File: config.mk
export PLATFORM = sky130hd
export DESIGN_NAME = vram_port_arbiter
export DESIGN_NICKNAME = d
export VERILOG_FILES = /design/src/rtl/vram_port_arbiter_pkg.sv /design/src/rtl/vram_port_arbiter_rr_pick.sv /design/src/rtl/vram_port_arbiter.sv
export SDC_FILE = /design/constraint.sdc
export NUM_CORES = 1
export LEC_CHECK = 0
export ABC_AREA = 1
export CAP_MARGIN = 15
export CORE_ASPECT_RATIO = 0.5
export CORE_MARGIN = 1.5
export CORE_UTILIZATION = 40
export CTS_CLUSTER_DIAMETER = 60
export CTS_CLUSTER_SIZE = 8
export DETAILED_ROUTE_END_ITERATION = 10
export PLACE_DENSITY = 0.82
export SETUP_SLACK_MARGIN = 0.5
export SYNTH_ARGS = -nofsm -noshare
export SYNTH_HDL_FRONTEND = slang
export SYNTH_SLANG_ARGS = --single-unit
File: constraint.sdc
create_clock -name CLK -period 5.1 [get_ports CLK]
set_clock_uncertainty 0.2 [all_clocks]
set_input_delay 1.02 -clock CLK [delete_from_list [all_inputs] [get_ports CLK]]
set_output_delay 1.02 -clock CLK [all_outputs]
set_load 0.02 [all_outputs]
File: src/rtl/vram_port_arbiter_pkg.sv
// vram_port_arbiter_pkg
//   Shared constants for the VRAM port-B writers: VRAM geometry, requester
//   indices, arbiter sizing and the arbiter FSM state type.
//   No ports (package).
package vram_port_arbiter_pkg;

    localparam int unsigned VRAM_ADDR_W      = 18;
    localparam int unsigned VRAM_TOTAL_BYTES = 98304;

    // Requester slots on the port-B arbiter.
    localparam int unsigned REQ_CLEAR = 0;
    localparam int unsigned REQ_LINE  = 1;
    localparam int unsigned REQ_PLOT  = 2;

    localparam int unsigned ARB_NREQ      = 3;
    localparam int unsigned ARB_MAX_BURST = 64;

    typedef enum logic [0:0] {
        StIdle,
        StGrant
    } arb_state_e;

    // Index width that never collapses to zero bits.
    function automatic int unsigned idx_w(input int unsigned n);
        return (n > 1) ? $clog2(n) : 1;
    endfunction

endpackage

File: src/rtl/vram_port_arbiter_rr_pick.sv
// vram_port_arbiter_rr_pick
//   Combinational round-robin picker: returns the first set bit of 'valid'
//   searching upward from (last + 1) mod N, wrapping around.
//   Ports:
//     valid   in  N   request vector
//     last    in  IW  index granted most recently
//     winner  out IW  selected index (0 when nothing is valid)
//     any     out 1   at least one request is valid
module vram_port_arbiter_rr_pick
    import vram_port_arbiter_pkg::*;
#(
    parameter int unsigned N  = ARB_NREQ,
    parameter int unsigned IW = idx_w(N)
) (
    input  logic [N-1:0]  valid,
    input  logic [IW-1:0] last,
    output logic [IW-1:0] winner,
    output logic          any
);

    int unsigned idx;

    always_comb begin
        winner = '0;
        any    = 1'b0;
        idx    = 0;
        // Walk from the farthest candidate to the nearest so the nearest set
        // bit after 'last' is the one left standing.
        for (int unsigned k = N; k >= 1; k--) begin
            idx = (32'(last) + k) % N;
            if (valid[idx]) begin
                winner = IW'(idx);
                any    = 1'b1;
            end
        end
    end

endmodule

File: src/rtl/vram_port_arbiter.sv
// vram_port_arbiter
//   Round-robin arbiter sharing VRAM write port B between the clear engine,
//   the line rasterizer and the single-pixel plot command. Bursts are capped
//   at MAX_BURST beats per grant; write outputs are registered and beats
//   addressed past the end of VRAM are dropped with an err_range pulse.
//   Ports:
//     CLK          in   system clock
//     rst          in   asynchronous active-high reset
//     pause        in   hold off all beats, keep the grant
//     req_valid    in   NREQ per-requester write request
//     req_addr     in   NREQ*ADDR_W, requester i at [i*ADDR_W +: ADDR_W]
//     req_data     in   NREQ*8, requester i at [i*8 +: 8]
//     req_ready    out  NREQ beat accept (one-hot or zero)
//     vram_addr_b  out  registered VRAM address
//     vram_data_b  out  registered VRAM data
//     vram_we_b    out  registered write enable
//     owner        out  current or last grant index
//     BUSY         out  granting or write in flight
//     err_range    out  one-cycle pulse per dropped out-of-range beat
module vram_port_arbiter
    import vram_port_arbiter_pkg::*;
#(
    parameter int unsigned NREQ        = ARB_NREQ,
    parameter int unsigned ADDR_W      = VRAM_ADDR_W,
    parameter int unsigned TOTAL_BYTES = VRAM_TOTAL_BYTES,
    parameter int unsigned MAX_BURST   = ARB_MAX_BURST,
    parameter int unsigned OW          = idx_w(NREQ)
) (
    input  logic                   CLK,
    input  logic                   rst,
    input  logic                   pause,
    input  logic [NREQ-1:0]        req_valid,
    input  logic [NREQ*ADDR_W-1:0] req_addr,
    input  logic [NREQ*8-1:0]      req_data,
    output logic [NREQ-1:0]        req_ready,
    output logic [ADDR_W-1:0]      vram_addr_b,
    output logic [7:0]             vram_data_b,
    output logic                   vram_we_b,
    output logic [OW-1:0]          owner,
    output logic                   BUSY,
    output logic                   err_range
);

    localparam int unsigned CW = idx_w(MAX_BURST);

    arb_state_e        state_q;
    logic [OW-1:0]     rr_q;
    logic [CW-1:0]     burst_q;

    logic [OW-1:0]     pick_idx;
    logic              pick_any;
    logic              granted;
    logic              owner_valid;
    logic              beat;
    logic              last_beat;
    logic              release_grant;
    logic              in_range;
    logic [ADDR_W-1:0] sel_addr;
    logic [7:0]        sel_data;

    vram_port_arbiter_rr_pick #(
        .N  (NREQ),
        .IW (OW)
    ) u_rr_pick (
        .valid  (req_valid),
        .last   (rr_q),
        .winner (pick_idx),
        .any    (pick_any)
    );

    assign granted     = (state_q == StGrant);
    assign owner_valid = req_valid[owner];
    assign sel_addr    = req_addr[owner*ADDR_W +: ADDR_W];
    assign sel_data    = req_data[owner*8 +: 8];
    assign in_range    = 32'(sel_addr) < TOTAL_BYTES;

    // Ready is combinational so pause blocks the beat in the same cycle.
    always_comb begin
        req_ready = '0;
        if (granted && !pause) begin
            req_ready[owner] = 1'b1;
        end
    end

    assign beat      = granted && !pause && owner_valid;
    assign last_beat = beat && (burst_q == CW'(MAX_BURST - 1));
    // A paused owner keeps its grant even if it drops valid.
    assign release_grant = last_beat || (granted && !owner_valid && !pause);

    assign BUSY = granted | vram_we_b;

    always_ff @(posedge CLK or posedge rst) begin
        if (rst) begin
            state_q     <= StIdle;
            owner       <= '0;
            rr_q        <= '0;
            burst_q     <= '0;
            vram_we_b   <= 1'b0;
            err_range   <= 1'b0;
            vram_addr_b <= '0;
            vram_data_b <= '0;
        end else begin
            vram_we_b <= beat && in_range;
            err_range <= beat && !in_range;
            if (beat && in_range) begin
                vram_addr_b <= sel_addr;
                vram_data_b <= sel_data;
            end

            case (state_q)
                StIdle: begin
                    if (pick_any) begin
                        state_q <= StGrant;
                        owner   <= pick_idx;
                        burst_q <= '0;
                    end
                end
                StGrant: begin
                    if (release_grant) begin
                        state_q <= StIdle;
                        rr_q    <= owner;
                    end else if (beat) begin
                        burst_q <= burst_q + CW'(1);
                    end
                end
                default: state_q <= StIdle;
            endcase
        end
    end

endmodule

==> impl_metrics.json, run 1 <==
{
  "ys_warn_count": 0,
  "rsz0062_at_grt": "false",
  "criticalPathCategory": "in -> out",
  "fin_ws_ns": 1.32,
  "synth.most_common_cell": "nand2_1",
  "grt_pass1_wl_um": 10500,
  "cts_buffers": 5,
  "detail_route.wl_per_cell_um": 13.3,
  "reg2reg_depth": 9,
  "gr-usage-met3": 0.0515,
  "grt.busiest_layer": "met2",
  "dieArea_um2": 6020,
  "place_ws_ns": 1.34,
  "finalHoldViolations": 0,
  "area_growth_pct": 58.4,
  "synth_top_area_frac": 0.440,
  "antenna_left": 0,
  "cp-end-kind": "output pin",
  "worstReg2RegStart": "owner[1]$_DFFE_PP0P_",
  "yosys-top-cells-count": "nand2_1, dfrtp_1, a21oi_1",
  "synth-edff-count": 0,
  "endpoint": "req_ready[0]",
  "insertion_delay_ns": 0.29,
  "ctsHtreeMaxLevel": 2,
  "worst_ir_drop_vdd_mv": 0.240,
  "syn_area_um2": 2220,
  "hpwl_um": 4880,
  "synth_top_area_cell": "dfrtp_1",
  "ys_ff_latch": 39,
  "fmax_mhz": 265,
  "rr_endpoint": "vram_addr_b[16]$_DFFE_PP0P_",
  "num_antenna_cells": 0,
  "min_path_type": "reg -> reg",
  "pwr-share-clk": 0.121,
  "portBuffers": 117,
  "ys.flop_type": "dfrtp_1",
  "path_max_fanout": 3,
  "placementRows": 18,
  "post-cts-setup-buffers": 0,
  "syn-instance-count": 287,
  "die_w_um": 108,
  "slew_violations": 0,
  "grt_max_degree": 50,
  "hold-worst-slack_ns": 0.294,
  "critPathLaunchType": "primary input",
  "power_leakage_uw": 0.00160,
  "slew_headroom": 0.446,
  "cts_buffer_depth": 2,
  "p_total_uw": 1700,
  "ios": 118,
  "cap_violations": 0,
  "fin_util": 0.683,
  "clockRootBuffer": "clkbuf_8",
  "yosysSeqAreaShare": 0.440,
  "fin_tns_setup_ns": 0,
  "gpl.final_weighted_congestion": 0.789,
  "arrival_ns": 2.56,
  "netlist_top_cells_area": "dfrtp_1, nand2_1, a22o_1",
  "finalSetupViolCount": 0,
  "grt_pass1_vias": 2276,
  "coreArea_um2": 5130,
  "drt_pass1_iterations": 4,
  "worst_pin_slew_ns": 0.831,
  "intPower_uw": 955,
  "drc": 0,
  "path_clk_slew_ns": 0.08,
  "use_met2": 0.395,
  "drtIter0Drc": 118,
  "worst_ep_required_time_ns": 3.88,
  "die_h_um": 55.6,
  "grt_use_met1": 0.260,
  "viasPerCell": 5.00,
  "critPathLaunch": "pause",
  "num_vias": 2353,
  "switching_share": 0.437,
  "grtUsageTotal": 0.218,
  "pwr-share-comb": 0.580,
  "power_frac_seq": 0.299,
  "min_from": "vram_data_b[0]$_DFFE_PP0P_",
  "p_switching_uw": 740,
  "cts.sinks": 39,
  "grt-ovfl-total": 0,
  "start_util": 0.432,
  "final_nets": 489,
  "fin_crit_sh": 0.741,
  "synth_nets": 376,
  "p_per_area_nw_per_um2": 483,
  "tritoncts": "done",
  "postCtsHoldBufs": 0,
  "drive_above_1_share": 0.0424,
  "reg2reg_slack_ns": 2.16,
  "syn_area_per_cell_um2": 7.72,
  "wirelength_um": 6290,
  "status": "complete, no violations",
  "async_flop_share": 1.00,
  "period_minus_slack_ns": 3.78,
  "antenna_found_initial": 0,
  "ys_types": 24,
  "cts_resized": 0
}
[cells in the final DEF (no fill, tap or decap), drive strengths merged, types with 2 or more instances in the layout]
cell type      count
a21oi             29
a22o              22
clkbuf             5
clkdlybuf4s50    117
clkinvlp           2
dfrtp             39
ha                 5
inv               25
nand2             86
nand3             20
nor2              14
nor3               2
o21ai             29
[through the flow]
stage	instances	area, µm²
after floorplan	287	2220
after global placement	463	3420
after detailed placement	463	3420
after CTS	471	3510
after global routing	471	3510
final	471	3510
[worst min-delay path by stage]
| stage | end | cells past startpoint |
|---|---|---|
| 2_1_floorplan | burst_q[4]$_DFFE_PP0P_ | 2 |
| 3_3_place_gp | vram_addr_b[15]$_DFFE_PP0P_ | 2 |
| 3_5_place_dp | vram_addr_b[0]$_DFFE_PP0P_ | 2 |
| 4_1_cts | vram_addr_b[0]$_DFFE_PP0P_ | 2 |
| 5_1_grt | vram_addr_b[3]$_DFFE_PP0P_ | 2 |
| 6_report | vram_data_b[0]$_DFFE_PP0P_ | 2 |
[sequential cells by signal, summed over array words and instances (netlist names)]
signal and flops:
burst_q 6, err_range 1, granted 1, vram_addr_b 18, vram_data_b 8, vram_we_b 1
rr_q 2, owner 2
[routing by layer]
layer	vias up	part of all wire
met3	8	0.036
met5	-	0
li1	1191	-
met1	1104	0.42
met2	50	0.53
met4	0	0.0087
[final cells by class]
cell class / instances / area, µm²
clock inverter: 3 / 20.0
sequential: 39 / 976
timing repair buffer: 118 / 1180
clock buffer: 5 / 68.8
inverter: 25 / 93.8
fill: 427 / 1630
tap: 70 / 87.6
multi-input combinational: 211 / 1080
[power groups by stage]
stage | logic (µW) | registers (µW) | clock network [µW]
after floorplan | 506 | 612 | 0
after global placement | 962 | 504 | 0
after detailed placement | 987 | 512 | 0
after CTS | 988 | 507 | 213
after global routing | 1090 | 523 | 227
final | 983 | 507 | 205
[kinds of logic (layout without fill, tap and decap cells)]
| group | Yosys count | after routing | synth area share |
|---|---|---|---|
| flip-flops | 39 | 39 | 0.440 |
| AND/OR/NAND/NOR | 124 | 124 | 0.234 |
| buffers and inverters | 37 | 151 | 0.0700 |
| adder cells (fa/ha/maj) | 5 | 5 | 0.0282 |
| XOR/XNOR | 1 | 1 | 0.00395 |
| AO/OA/AOI/OAI | 81 | 81 | 0.224 |
[worst max-delay path: stages]
cell and delay, ns:
clkdlybuf4s50_1 0.41, nor2_1 0.24, inv_1 0.11, nor3_1 0.15
clkdlybuf4s50_1 0.63
No activity file was read; power rests on OpenSTA's default activity.
==> inputs of run 2 (changes only) <==
CORE_UTILIZATION = 39   (was 40)
PLACE_DENSITY = 0.8   (was 0.82)
clock period = 3.8 ns   (was 5.1 ns; I/O delays follow)
==> run 2 against run 1 <==
  * Worst setup slack lost 0.70 ns
  * Wire length grew 7.9%
  * Register-to-register slack lost 1.3 ns
  * First-iteration DRC count shrank 5.1%
  * Die area grew 2.5%
  * Critical path depth is the same
  * Non-clock buffer count grew 2
  * Clock power grew 140%
  * Sequential power grew 35%
  * Via count grew 3.0%
  * Final cell count grew 1.1%
==> impl_metrics.json, run 2 (synthesis gave the netlist of run 1 again) <==
{
  "wirelength_um": 6790,
  "finalHoldViolations": 0,
  "met2WireLength_um": 3700,
  "insertion_delay_ns": 0.28,
  "die_w_um": 110,
  "dr_wl_met3_um": 233,
  "hpwl_um": 5140,
  "p_per_area_nw_per_um2": 696,
  "status": "complete, no violations",
  "num_antenna_cells": 0,
  "seq_area_um2": 976,
  "cp_top_family": "buffers and inverters",
  "worst_ir_drop_vdd_mv": 0.404,
  "finalSetupViolCount": 0,
  "critPathLaunchType": "primary input",
  "placed_cell_area_um2": 3440,
  "final_nets": 491,
  "reg.largest.list": "vram_addr_b: 18 flops, vram_data_b: 8 flops, burst_q: 6 flops",
  "grt_max_degree": 48,
  "portBuffers": 117,
  "ctsHtreeMaxLevel": 2,
  "timing.critical_path.slowest_cell_delay_ns": 0.62,
  "gpl.final_weighted_congestion": 0.770,
  "criticalPathCategory": "in -> out",
  "critPathSlowestCell": "clkdlybuf4s50_1",
  "fin_crit_sh": 0.837,
  "fin_util": 0.659,
  "viasPerCell": 5.09,
  "worstPathCellList": "clkdlybuf4s50_1 -> nor2_1 -> inv_1 -> nor2_1 -> clkdlybuf4s50_1",
  "path_max_fanout": 3,
  "dieArea_um2": 6170,
  "slew_headroom": 0.357,
  "fin_ws_ns": 0.621,
  "worst_ep_required_time_ns": 2.84,
  "final_cell_mix": "clkdlybuf4s50_1, nand2_1, dfrtp_1",
  "rsz0062_at_grt": "false",
  "fmax_mhz": 315,
  "fin_tns_setup_ns": 0,
  "critPathBufInv": 3,
  "antenna_found_initial": 0,
  "worstReg2RegStart": "owner[1]$_DFFE_PP0P_",
  "p_total_uw": 2520,
  "drc": 0,
  "min_path_type": "reg -> reg",
  "power_leakage_uw": 0.00168,
  "ios": 118,
  "routedLengthMet1_um": 2640,
  "num_vias": 2424,
  "route.top_layer_used": "met4",
  "cp-end-kind": "output pin",
  "cts_buffer_depth": 2,
  "largest_reg_flops": 18,
  "drt_pass1_iterations": 4,
  "placementRows": 19,
  "top_register": "vram_addr_b",
  "fill_cells": 457,
  "cap_violations": 0,
  "start_util": 0.404,
  "final_common_cell": "clkdlybuf4s50_1",
  "die_h_um": 56.3,
  "arrival_ns": 2.22,
  "path_clk_slew_ns": 0.05,
  "area_growth_pct": 63.3,
  "grt-ovfl-total": 0,
  "grt_pass1_vias": 2404,
  "detail_route.wl_per_cell_um": 14.3,
  "grt_pass1_wl_um": 10700,
  "place_ws_ns": 0.601,
  "grtUsageTotal": 0.224,
  "clockRootBuffer": "clkbuf_16",
  "antenna_left": 0,
  "coreArea_um2": 5490,
  "min_from": "vram_addr_b[15]$_DFFE_PP0P_",
  "cts_buffers": 5,
  "worst_pin_slew_ns": 0.964,
  "stdcell_area_um2": 3620,
  "multi_input_area_um2": 1080,
  "tritoncts": "done",
  "period_minus_slack_ns": 3.18,
  "slew_violations": 0,
  "drive_above_1_share": 0.0471,
  "cts.sinks": 39,
  "drtIter0Drc": 112,
  "critPathLaunch": "pause"
}
run 2: cell count changes in the layout (fill, tap and decap cells not counted), sizes merged:
cell           change
bufinv             +1
clkdlybuf4s50      -2
clkinvlp           -2
clkbuf             +1
dlymetal6s2s       +2
buf                +2
run 2: path summary, 6_finish.rpt:
check | endpoint | slack (ns) | cells past startpoint
max in group asynchronous | vram_data_b[1]$_DFFE_PP0P_ | 1.85 | 3
min | vram_addr_b[15]$_DFFE_PP0P_ | 0.28 | 2
max reg2reg | vram_data_b[1]$_DFFE_PP0P_ | 0.82 | 8
min in group asynchronous | vram_addr_b[6]$_DFFE_PP0P_ | 0.81 | 2
max | req_ready[2] | 0.62 | 5
min reg2reg | vram_addr_b[15]$_DFFE_PP0P_ | 0.28 | 2
run 2: report_power, final:
group / switching [µW] / total, µW / leakage [µW] / internal (µW)
Combinational: 759 / 1350 / 0.00109 / 592
Clock: 156 / 482 / 0.0000868 / 326
Sequential: 115 / 684 / 0.000505 / 569
Total: 1030 / 2520 / 0.00168 / 1490
run 2: tightest hold or removal path: cells and delay by family, from the launching register on:
kind	cells	cell delay [ns]
flops	1	0.34
simple gates	2	0.10
run 2: repair_timing:
item / in CTS / in global routing
hold buffers: 0 / 0
setup buffers: 0 / 0
gates resized for setup: 0 / 2
endpoints found under the setup margin: 0 / 2
run 2: through the flow:
stage,hold WS [ns],std cells
after floorplan,0.264,287
after global placement,0.265,468
after detailed placement,0.265,468
after CTS,0.280,476
after global routing,0.318,476
final,0.280,476
run 2: cell type report:
| class | count | share of cell area |
|---|---|---|
| clock inverter | 2 | 0.00968 |
| multi-input combinational | 211 | 0.300 |
| tap | 73 | 0.0252 |
| sequential | 39 | 0.270 |
| timing repair buffer | 120 | 0.331 |
| inverter | 25 | 0.0259 |
| clock buffer | 6 | 0.0384 |
run 2: metal layers:
layer,up-vias,GRT usage
li1,1193,-
met1,1155,0.244
met2,54,0.421
met3,22,0.0465
met4,0,0.0928
met5,-,0
==> inputs of run 3 (changes only) <==
CORE_UTILIZATION = 36   (was 39)
PLACE_DENSITY = 0.78   (was 0.8)
clock period = 2.9 ns   (was 3.8 ns; I/O delays follow)
==> run 3 against run 2 <==
  * Clock-buffer cell count stayed put
  * Sequential power is 32% higher
  * Flip-flop and latch count stayed put
  * Worst setup slack worse by 0.062 ns
  * Critical path type unchanged
  * Critical endpoint is now req_ready[1]
==> impl_metrics.json, run 3 (synthesis gave the netlist of run 1 again) <==
{
  "area_growth_pct": 62.7,
  "final_cell_mix": "clkdlybuf4s50_1, nand2_1, dfrtp_1",
  "fmax_mhz": 427,
  "finalSetupViolCount": 0,
  "drive_above_1_share": 0.0667,
  "postCtsHoldBufs": 0,
  "criticalPathCategory": "in -> out",
  "insertion_delay_ns": 0.27,
  "critPathLaunchType": "primary input",
  "cts_buffers": 5,
  "rr_endpoint": "vram_addr_b[15]$_DFFE_PP0P_",
  "final_common_cell": "clkdlybuf4s50_1",
  "post-cts-setup-buffers": 0,
  "tritoncts": "done",
  "dieArea_um2": 6660,
  "status": "complete, no violations",
  "grt_max_degree": 40,
  "fin_crit_sh": 0.807,
  "path_clk_slew_ns": 0.05,
  "final_cell_count_no_fill": 478,
  "cp-end-kind": "output pin",
  "rsz0062_at_grt": "true",
  "top_register": "vram_addr_b",
  "drtIter0Drc": 133,
  "num_antenna_cells": 0,
  "die_w_um": 114,
  "worst_ep_required_time_ns": 2.12,
  "critPathLaunch": "pause",
  "die_h_um": 58.5,
  "multi_input_area_um2": 1090,
  "grtUsageTotal": 0.214,
  "min_path_type": "reg -> reg",
  "worstReg2RegStart": "owner[1]$_DFFE_PP0P_",
  "ctsHtreeMaxLevel": 2,
  "period_minus_slack_ns": 2.34,
  "reg.largest.list": "vram_addr_b: 18 flops, vram_data_b: 8 flops, burst_q: 6 flops",
  "portBuffers": 117,
  "grt_pass1_wl_um": 11200,
  "p_total_uw": 3230,
  "worst_ir_drop_vdd_mv": 0.425,
  "hpwl_um": 5510,
  "arrival_ns": 1.56,
  "power_leakage_uw": 0.00166,
  "fin_tns_setup_ns": 0,
  "coreArea_um2": 5710,
  "slew_violations": 0,
  "cts_buffer_depth": 2,
  "antenna_found_initial": 0,
  "gpl.final_weighted_congestion": 0.841,
  "largest_reg_flops": 18,
  "finalHoldViolations": 0,
  "hold_depth": 2,
  "fill_cells": 506,
  "antenna_left": 0,
  "placementRows": 19,
  "clockRootBuffer": "clkbuf_16",
  "worst_pin_slew_ns": 0.490,
  "ios": 118,
  "num_vias": 2415,
  "placedCellCount": 471,
  "drc": 0,
  "reg2reg_depth": 10,
  "reg2reg_slack_ns": 0.70,
  "detail_route.wl_per_cell_um": 14.5,
  "fin_util": 0.632,
  "slew_headroom": 0.673,
  "path_max_fanout": 3,
  "seq_area_um2": 976,
  "viasPerCell": 5.05,
  "grt-ovfl-total": 0,
  "grt_pass1_vias": 2421,
  "start_util": 0.388,
  "cap_violations": 0,
  "wirelength_um": 6950,
  "drt_pass1_iterations": 4,
  "endpoint": "req_ready[1]",
  "p_per_area_nw_per_um2": 897,
  "cts.sinks": 39,
  "final_nets": 494
}
==> run 3: critical path: stages <==
cell             delay, ns
clkdlybuf4s50_1       0.43
nor2_2                0.14
inv_1                 0.09
nor3_1                0.12
buf_2                 0.19
==> run 3: timing repair <==
| item | 4_1_cts | 5_1_grt |
|---|---|---|
| endpoints found under the setup margin | 3 | 9 |
| resized for setup | 15 | 4 |
| endpoints found under the hold margin | 0 | 0 |
| gates cloned | 0 | 0 |
| pin swaps | 0 | 1 |
==> run 3: cell type report <==
type	instances	share of cell area
well taps	73	0.0253
flip-flops and latches	39	0.271
clock inverters	1	0.00139
inverters	25	0.0260
multi-input cells	211	0.303
repair buffers	123	0.335
clock buffers	6	0.0385
==> run 3: per-layer routing <==
metal / wire [µm] / part of all wire / vias to the layer above / global-route usage
met1: 2790 / 0.40 / 1153 / 0.240
met5: 0 / 0 / - / 0
li1: - / - / 1200 / -
met4: 106 / 0.015 / 0 / 0.0518
met2: 3870 / 0.56 / 52 / 0.436
met3: 179 / 0.026 / 10 / 0.0309
==> run 3: through the flow <==
stage                     worst slack [ns]  hold WS, ns  instance area (µm²)
after floorplan                      0.856        0.264                 2220
after global placement              0.0432        0.267                 3460
after detailed placement            0.0391        0.276                 3460
after CTS                            0.524        0.289                 3590
after global routing                 0.475        0.304                 3600
final                                0.559        0.292                 3600
==> run 3: worst min-delay path by stage <==
stage	start	endpoint	slack, ns
2_1_floorplan	burst_q[4]$_DFFE_PP0P_	burst_q[4]$_DFFE_PP0P_	0.26
3_3_place_gp	vram_addr_b[16]$_DFFE_PP0P_	vram_addr_b[16]$_DFFE_PP0P_	0.27
3_5_place_dp	vram_addr_b[16]$_DFFE_PP0P_	vram_addr_b[16]$_DFFE_PP0P_	0.28
4_1_cts	vram_addr_b[16]$_DFFE_PP0P_	vram_addr_b[16]$_DFFE_PP0P_	0.29
5_1_grt	vram_addr_b[16]$_DFFE_PP0P_	vram_addr_b[16]$_DFFE_PP0P_	0.30
6_report	vram_addr_b[13]$_DFFE_PP0P_	vram_addr_b[13]$_DFFE_PP0P_	0.29
==> run 3: power by group <==
| part | internal (µW) | switching, µW |
|---|---|---|
| Sequential | 746 | 155 |
| Clock | 335 | 199 |
| Combinational | 795 | 1000 |
